`src/rtl/uart_rx_if.sv`:
```
// Receive-side bundle for uart_rx: serial line in, byte/status out, optional read strobe.
// The slave modport is the receiver; the master modport is the line driver / byte consumer.
`timescale 1ns/1ps

interface uart_rx_if;
    logic       uart_rx;
    logic [7:0] uart_dat_o;
    logic       uart_valid_o;
    logic       uart_frame_err_o;
    logic       uart_rd_i;
    logic       uart_overrun_o;

    modport slave (
        input  uart_rx,
        input  uart_rd_i,
        output uart_dat_o,
        output uart_valid_o,
        output uart_frame_err_o,
        output uart_overrun_o
    );

    modport master (
        output uart_rx,
        output uart_rd_i,
        input  uart_dat_o,
        input  uart_valid_o,
        input  uart_frame_err_o,
        input  uart_overrun_o
    );
endinterface

```
`src/rtl/uart_rx.sv`:
```
// 8N1 UART receiver, 16x oversampled from a fractional-accumulator tick, with framing-error detect.
// Optional macro UART_RX_HOLD_EN: valid becomes a level held until read, with a sticky overrun flag.
`timescale 1ns/1ps

module uart_rx #(
    parameter int unsigned CLK_HZ = 27000000,
    parameter int unsigned BAUD   = 115200,
    parameter int unsigned ACC_W  = 32
) (
    input  logic     clk,
    input  logic     reset,
    uart_rx_if.slave rx_bus
);

    localparam logic [ACC_W-1:0] ACC_INC = ACC_W'(16 * BAUD);
    localparam logic [ACC_W-1:0] ACC_MOD = ACC_W'(CLK_HZ);

    typedef enum logic [2:0] {
        ST_IDLE  = 3'd0,
        ST_START = 3'd1,
        ST_DATA  = 3'd2,
        ST_STOP  = 3'd3,
        ST_BREAK = 3'd4
    } state_t;

    logic [1:0]       sync_r;
    logic             rx_s;
    logic [ACC_W-1:0] acc_r;
    logic [ACC_W-1:0] acc_sum_s;
    logic [ACC_W-1:0] acc_next_s;
    logic             tick_s;

    state_t           state_r;
    logic [3:0]       phase_r;
    logic [2:0]       idx_r;
    logic [7:0]       shift_r;
    logic [7:0]       dat_r;
    logic             valid_r;
    logic             ferr_r;
    logic             overrun_r;

    assign rx_s = sync_r[1];

    // Two-flop synchronizer; resets to the idle (high) line level.
    always_ff @(posedge clk or posedge reset) begin
        if (reset) begin
            sync_r <= 2'b11;
        end else begin
            sync_r <= {sync_r[0], rx_bus.uart_rx};
        end
    end

    // Fractional tick: one tick per CLK_HZ/(16*BAUD) clocks on average.
    always_comb begin
        acc_sum_s = acc_r + ACC_INC;
        if (acc_sum_s >= ACC_MOD) begin
            tick_s     = 1'b1;
            acc_next_s = acc_sum_s - ACC_MOD;
        end else begin
            tick_s     = 1'b0;
            acc_next_s = acc_sum_s;
        end
    end

    // Tick accumulator, free-running.
    always_ff @(posedge clk or posedge reset) begin
        if (reset) begin
            acc_r <= '0;
        end else begin
            acc_r <= acc_next_s;
        end
    end

    // Receive FSM with registered byte/status outputs.
    always_ff @(posedge clk or posedge reset) begin
        if (reset) begin
            state_r   <= ST_IDLE;
            phase_r   <= 4'd0;
            idx_r     <= 3'd0;
            shift_r   <= 8'd0;
            dat_r     <= 8'd0;
            valid_r   <= 1'b0;
            ferr_r    <= 1'b0;
            overrun_r <= 1'b0;
        end else begin
            ferr_r <= 1'b0;
`ifdef UART_RX_HOLD_EN
            if (rx_bus.uart_rd_i) begin
                valid_r <= 1'b0;
            end else begin
                valid_r <= valid_r;
            end
`else
            valid_r <= 1'b0;
`endif
            case (state_r)
                ST_IDLE: begin
                    if (!rx_s) begin
                        state_r <= ST_START;
                        phase_r <= 4'd0;
                    end else begin
                        state_r <= ST_IDLE;
                    end
                end
                ST_START: begin
                    if (tick_s) begin
                        if (phase_r == 4'd7) begin
                            // Mid start bit: a line back high here was only a glitch.
                            if (!rx_s) begin
                                state_r <= ST_DATA;
                                phase_r <= 4'd0;
                                idx_r   <= 3'd0;
                            end else begin
                                state_r <= ST_IDLE;
                            end
                        end else begin
                            phase_r <= phase_r + 4'd1;
                        end
                    end else begin
                        phase_r <= phase_r;
                    end
                end
                ST_DATA: begin
                    if (tick_s) begin
                        if (phase_r == 4'd15) begin
                            phase_r <= 4'd0;
                            shift_r <= {rx_s, shift_r[7:1]};
                            if (idx_r == 3'd7) begin
                                state_r <= ST_STOP;
                            end else begin
                                idx_r <= idx_r + 3'd1;
                            end
                        end else begin
                            phase_r <= phase_r + 4'd1;
                        end
                    end else begin
                        phase_r <= phase_r;
                    end
                end
                ST_STOP: begin
                    if (tick_s) begin
                        if (phase_r == 4'd15) begin
                            phase_r <= 4'd0;
                            if (rx_s) begin
                                state_r <= ST_IDLE;
`ifdef UART_RX_HOLD_EN
                                // A read in the same cycle frees the holding register.
                                if (!valid_r || rx_bus.uart_rd_i) begin
                                    dat_r   <= shift_r;
                                    valid_r <= 1'b1;
                                end else begin
                                    overrun_r <= 1'b1;
                                end
`else
                                dat_r   <= shift_r;
                                valid_r <= 1'b1;
`endif
                            end else begin
                                ferr_r  <= 1'b1;
                                state_r <= ST_BREAK;
                            end
                        end else begin
                            phase_r <= phase_r + 4'd1;
                        end
                    end else begin
                        phase_r <= phase_r;
                    end
                end
                ST_BREAK: begin
                    // Hold here while the line stays low so a break is not read as 0x00 bytes.
                    if (rx_s) begin
                        state_r <= ST_IDLE;
                    end else begin
                        state_r <= ST_BREAK;
                    end
                end
                default: begin
                    state_r <= ST_IDLE;
                    phase_r <= 4'd0;
                    idx_r   <= 3'd0;
                end
            endcase
        end
    end

    assign rx_bus.uart_dat_o       = dat_r;
    assign rx_bus.uart_valid_o     = valid_r;
    assign rx_bus.uart_frame_err_o = ferr_r;

`ifdef UART_RX_HOLD_EN
    assign rx_bus.uart_overrun_o = overrun_r;
`else
    logic unused_rd_s;
    logic unused_ovr_s;
    assign unused_rd_s           = rx_bus.uart_rd_i;
    assign unused_ovr_s          = overrun_r;
    assign rx_bus.uart_overrun_o = 1'b0;
`endif

endmodule

```
`src/flat_wrapper.sv`:
```
// flat-port wrapper written by rule: the top's interface ports become plain ports
module uart_rx_flat 
#(
    parameter int unsigned CLK_HZ = 27000000,
    parameter int unsigned BAUD   = 115200,
    parameter int unsigned ACC_W  = 32
)
  (clk, reset, rx_bus_uart_rx, rx_bus_uart_rd_i, rx_bus_uart_dat_o, rx_bus_uart_valid_o, rx_bus_uart_frame_err_o, rx_bus_uart_overrun_o);
  uart_rx_if rx_bus_i ();
  input  logic clk;
  input  logic reset;
  input wire logic [$bits(rx_bus_i.uart_rx)-1:0] rx_bus_uart_rx;
  input wire logic [$bits(rx_bus_i.uart_rd_i)-1:0] rx_bus_uart_rd_i;
  output wire logic [$bits(rx_bus_i.uart_dat_o)-1:0] rx_bus_uart_dat_o;
  output wire logic [$bits(rx_bus_i.uart_valid_o)-1:0] rx_bus_uart_valid_o;
  output wire logic [$bits(rx_bus_i.uart_frame_err_o)-1:0] rx_bus_uart_frame_err_o;
  output wire logic [$bits(rx_bus_i.uart_overrun_o)-1:0] rx_bus_uart_overrun_o;
  assign rx_bus_i.uart_rx = rx_bus_uart_rx;
  assign rx_bus_i.uart_rd_i = rx_bus_uart_rd_i;
  assign rx_bus_uart_dat_o = rx_bus_i.uart_dat_o;
  assign rx_bus_uart_valid_o = rx_bus_i.uart_valid_o;
  assign rx_bus_uart_frame_err_o = rx_bus_i.uart_frame_err_o;
  assign rx_bus_uart_overrun_o = rx_bus_i.uart_overrun_o;
  uart_rx #(.CLK_HZ(CLK_HZ), .BAUD(BAUD), .ACC_W(ACC_W)) u_core (.clk(clk), .reset(reset), .rx_bus(rx_bus_i));
endmodule
```
`config.mk`:
```
export PLATFORM = sky130hd
export DESIGN_NAME = uart_rx_flat
export DESIGN_NICKNAME = d
export VERILOG_FILES = /design/src/rtl/uart_rx_if.sv /design/src/rtl/uart_rx.sv /design/src/flat_wrapper.sv
export SDC_FILE = /design/constraint.sdc
export NUM_CORES = 1
export LEC_CHECK = 0
export ABC_CLOCK_PERIOD_IN_PS = 4200
export CAP_MARGIN = 20
export CORE_UTILIZATION = 59
export CTS_BUF_LIST = sky130_fd_sc_hd__clkbuf_4 sky130_fd_sc_hd__clkbuf_8
export CTS_CLUSTER_DIAMETER = 50
export CTS_CLUSTER_SIZE = 12
export DETAILED_ROUTE_END_ITERATION = 10
export DONT_BUFFER_PORTS = 1
export PLACE_DENSITY = 0.82
export SLEW_MARGIN = 20
export SYNTH_ARGS = -nofsm -noshare
export SYNTH_HDL_FRONTEND = slang
export SYNTH_SLANG_ARGS = --single-unit
```
`constraint.sdc`:
```
create_clock -name clk -period 4.2 [get_ports clk]
set_input_delay 0.42 -clock clk [delete_from_list [all_inputs] [get_ports clk]]
set_output_delay 0.42 -clock clk [all_outputs]
set_load 0.03 [all_outputs]
```
* Word level (Yosys, flattened, before mapping)
Index checks and enable logic that the tools add are counted.
Word-level totals: register bits 62, bits of input ports 4, output and inout port bits 11
Cells by class: add/subtract/negate cells 4, magnitude comparators 1, equal/unequal tests 17, mux-type cells 34, bitwise logic cells 2, reductions and logical operators 8
Operators with widths (count):
- $mux 3 | 14
- $add 32x21->32 const B | 1
- $ge 32x25->1 const B | 1
- $mux 32 | 1
- $sub 32x25->32 const B | 1
- $mux 4 | 5
- $ne 2x1->1 const B | 8
- $pmux 4 s4 | 1
- $pmux 3 s5 | 1
- $reduce_and 7->1 | 2
- $mux 1 | 10
- $pmux 3 s3 | 1
- $eq 3x2->1 const B | 2
- $eq 3x3->1 const B | 2
- $reduce_and 3->1 | 2
- $add 4x1->4 const B | 1
- $eq 4x3->1 const B | 1
- $eq 4x4->1 const B | 1
- $ne 2x2->1 const B | 2
- $reduce_and 4->1 | 1
- $add 3x1->3 const B | 1
- $eq 3x1->1 const B | 1
- $logic_not 3->1 | 1
- $reduce_or 3->1 | 1
- 3 further kinds | 4

* Logic depth before layout (Yosys ltp)
depth after elaboration 5, gate-level depth with buffers 13, gate-level depth less buffers 10

* Least setup slack after synthesis
Ideal clock, no wire load.
path type register -> register, start reg u_core.acc_r[14], end reg u_core.dat_r[0], in the netlist u_core.rx_bus.uart_dat_o[0], data arrival time 2.864 ns, required time 4.075 ns, setup slack 1.211 ns, cell stages (with the launch flop) 13, clock period less this slack 2.989 ns, cells stage by stage dfrtp_1 > ha_1 > buf_4 > nand4_2 > a211oi_2 > a2bb2oi_1 > nor3_1 > a41oi_1 > o21ai_4 > nand2_2 > or4_1 > buf_6 > mux2_4
Between the ends: word-level cells in the longest chain between the ends 4
RTL lines:
- from (decl) | RTL line uart_rx.sv:28 | logic [ACC_W-1:0] acc_r;
- from (signal assigned) | RTL line uart_rx.sv:70 | acc_r <= acc_next_s;
- $add 32x21->32 | RTL line uart_rx.sv:55 | acc_sum_s = acc_r + ACC_INC;
- $ge 32x25->1 | RTL line uart_rx.sv:56 | if (acc_sum_s >= ACC_MOD) begin
- $mux 1 | RTL line uart_rx.sv:56
- $reduce_and 4->1 (no source line)
- to (signal assigned) | RTL line uart_rx.sv:155 | dat_r <= shift_r;
- to (decl) | RTL line uart_rx.sv:37 | logic [7:0] dat_r;
Every way passes these cells. A chain may end at the register's enable or synchronous reset.

* Worst setup path in the final report
start reg u_core.acc_r[13], end reg u_core.dat_r[0], in the netlist u_core.rx_bus.uart_dat_o[0]
The elaborated chain is that of the path after synthesis.

==> flow_summary.yaml <==
floorplan:
  die_h_um: 77.54
  starting_density_pct: 61.15
  fp-row-count: 27
  die_area_sq_um: 6012
  die_w_um: 77.54
  fp.coreArea_sq_um: 5507
  num_io_pins: 15
power_and_ir_drop:
  total_power_uw: 861.6
  power_density_nw_per_um2: 246.6
  max-vdd-ir-drop_mv: 0.1675
  leakage_nw: 1.489
final_layout:
  fin_util_pct: 63.44
  final_net_count: 344
  diodes: 0
  drive_above_1_share_pct: 15.22
  finalInstanceArea_sq_um: 3493
  areaGrowthSynthToFinish_pct: 3.753
  post_layout_nonfiller_instances: 407
  n_fill_cell: 445
drt:
  antenna_violating_nets_post_route: 0
  met3RoutedLength_um: 229
  wire_per_inst_um: 15.44
  highest-signal-layer: "met4"
  wl_met1_um: 2942
  drt-pass1-iter-count: 7
  initialDrtViolationCount: 155
  remaining_drc_errors: 0
  drt-vias-per-instance: 6.182
  totalWireLength_um: 6286
  routed-via-count: 2516
  met2RoutedLength_um: 3011
critical_path:
  worstPathCellList: "ha_1, nand4_2, a211oi_2, a2bb2oi_1, nor3_1, a41oi_1, o21ai_4, nand2_2, or4_1, mux2_4"
  critPathMaxStageDelay_ns: 0.78
  critPathCaptureType: "register"
  timing_worst_setup_path_type: "reg -> reg"
  cp-startpoint: "u_core.acc_r[13]"
  crit_slowest_cell: "or4_1"
  crit_path_max_fanout: 10
  path_delay_family: "simple AND/OR/NAND/NOR gates"
  cp.required_ns: 4.41
  path_buf_inv: 0
  category_of_the_worst_setup_path_launch_point: "register"
  worst_r2r_startpoint: "u_core.acc_r[13]"
  worst-endpoint-arrival_ns: 3.96
logic_synthesis:
  asyncSetResetFlopFracSynth_pct: 100.0
  synth.largest_area_cell: "dfrtp_1"
  mapped_nets: 349
  synth_top_flop_cell: "dfrtp_1"
  synth_warnings: 0
  netlist_top_cells_area: "dfrtp_1 (40%), xor2_1 (4.7%), xnor2_1 (3.9%)"
  synth_area_sq_um: 3367
  synthesis.instances: 339
  yosysSeqAreaShare_pct: 41.69
  synth-seq-cells: 56
  avgSynthCellArea_sq_um: 9.932
  yosysMostFrequentCell: "dfrtp_1"
  synth_largest_type_area_fraction_pct: 40.13
  yosys.cell_types.count: 74
  synth_enable_flop_cells: 0
  synth_top_cells_by_count: "dfrtp_1 (54), nand2_1 (30), nor2_1 (24)"
sta:
  setup-violations-final: 0
  unrepaired_setup_endpoints_after_global_routing: "no"
  finalClockSkew_ns: 0.01428
  worst_slack_ns: 0.4439
  hold-worst-slack_ns: 0.09403
  max_slew_headroom_pct: 61.98
  final_period_minus_worst_setup_slack_ns: 3.756
  timing.final.hold_violations: 0
  layout_worst_path_cycle_share_pct: 89.43
  tightest_slew_ns: 0.5703
  achievable-frequency_mhz: 266.2
  final_sum_of_negative_setup_slack_ns: 0
  final-max-slew-violation-count: 0
placement:
  port_buffers: 0
  cell_count_post_placement: 398
  routabilityCongestion: 0.8679
  dp.final_hpwl_um: 4504
  dpl_ws_ns: 0.4969
  dpl-instance-area_sq_um: 3390
clock_tree:
  clock_tree.htree_level_count: 2
  cts-buffers-inserted: 5
  cts_setup_buffers: 0
  clock_insertion_delay_worst_skew_ns: 0.32
  numClockSinks: 56
  cts_tree: "done"
  clk_path_buf_depth: 2
  clockRootBuffer: "clkbuf_8"
  clock_pin_slew_on_the_worst_setup_and_hold_paths_ns: 0.11
run:
  max_cap_violations: 0
worst_hold_path:
  hold_path.startpoint: "rx_bus_uart_rx"
  min_path_type: "in -> reg"
run_status:
  status: "finished clean"
grt:
  number_of_antenna_violations_at_the_first_check_in_global_routing: 0
  maximum_number_of_pins_on_one_net_before_global_route_repair: 48
  grt_total_ovfl: 0
  grt_use_total_pct: 22.33
  wire_length_of_the_first_global_routing_pass_um: 10790
  grt_pass1_vias: 2315
report_power, final:
part	total [mW]	switching, mW	internal, mW
logic	0.0142	0.0123	0.00194
registers	0.542	0.00110	0.541
clock network	0.306	0.184	0.122
total	0.862	0.197	0.665
layer usage:
layer / GRT usage (%) / vias up
met4: 6.792 / 0
met2: 37.17 / 64
met3: 3.647 / 13
met1: 29.79 / 1225
li1: - / 1214
met5: 0 / -
layout make-up:
type	count	area [sq um]	share of cell area, %
inverters	12	45.04	1.289
well taps	72	90.09	2.579
flip-flops and latches	56	1404	40.19
clock inverters	3	25.02	0.7163
multi-input cells	255	1828	52.33
clock buffers	5	68.82	1.970
repair buffers	4	32.53	0.9312
repair_timing:
action,CTS,global route
gates resized for setup,0,0
hold buffers,1,0
endpoints found under the hold margin,9,0
state kept, by name, summed over array words and instances, names as in the netlist:
name	cells
u_core.rx_bus.uart_valid_o	1
u_core.rx_bus.uart_frame_err_o	1
u_core.acc_r	26
u_core.rx_bus.uart_dat_o	8
u_core.shift_r	8
u_core.state_r	3
u_core.phase_r	4
u_core.sync_r	2
u_core.idx_r	3
logic make-up after synthesis:
family | synth area share (%)
AND/OR/NAND/NOR | 19.92
other | 0.1114
flip-flops | 41.69
multiplexers | 8.362
adder cells (fa/ha/maj) | 2.230
buffers and inverters | 4.013
AO/OA/AOI/OAI | 15.09
XOR/XNOR | 8.584
cells in the final DEF, fill, tap and decap left out, types with 2 or more instances in the layout:
cell,instances
dfrtp_1,54
nand2_1,30
nor2_1,24
xor2_1,18
xnor2_1,15
nor3_1,13
o21ai_0,12
nand3_1,11
inv_1,10
nand4_1,9
a21oi_1,8
mux2_4,8
mux2_2,8
o21ai_1,6
a31oi_1,6
mux2i_1,6
ha_1,6
clkbuf_8,5
or3_1,4
a211oi_2,3
nor2b_1,3
or4_1,3
o21a_1,3
buf_4,3
or2_2,2
and2_1,2
and3_1,2
a21oi_2,2
a41oi_1,2
and4_1,2
nor4_2,2
a21boi_1,2
nand2b_1,2
a31o_2,2
a211oi_1,2
o31ai_1,2
inv_2,2
a22o_1,2
inv_6,2
dfstp_2,2
final timing paths:
path,end,slack [ns],cells after the start
setup / recovery,u_core.rx_bus.uart_dat_o[0],0.44,10
hold reg to reg,u_core.sync_r[1],0.37,0
hold / removal,u_core.sync_r[0],0.09,0
min in group asynchronous,u_core.acc_r[13],0.45,2
max in group asynchronous,u_core.acc_r[29],2.92,3
setup reg to reg,u_core.rx_bus.uart_dat_o[0],0.44,10
Power figures use the tool's default switching activity.
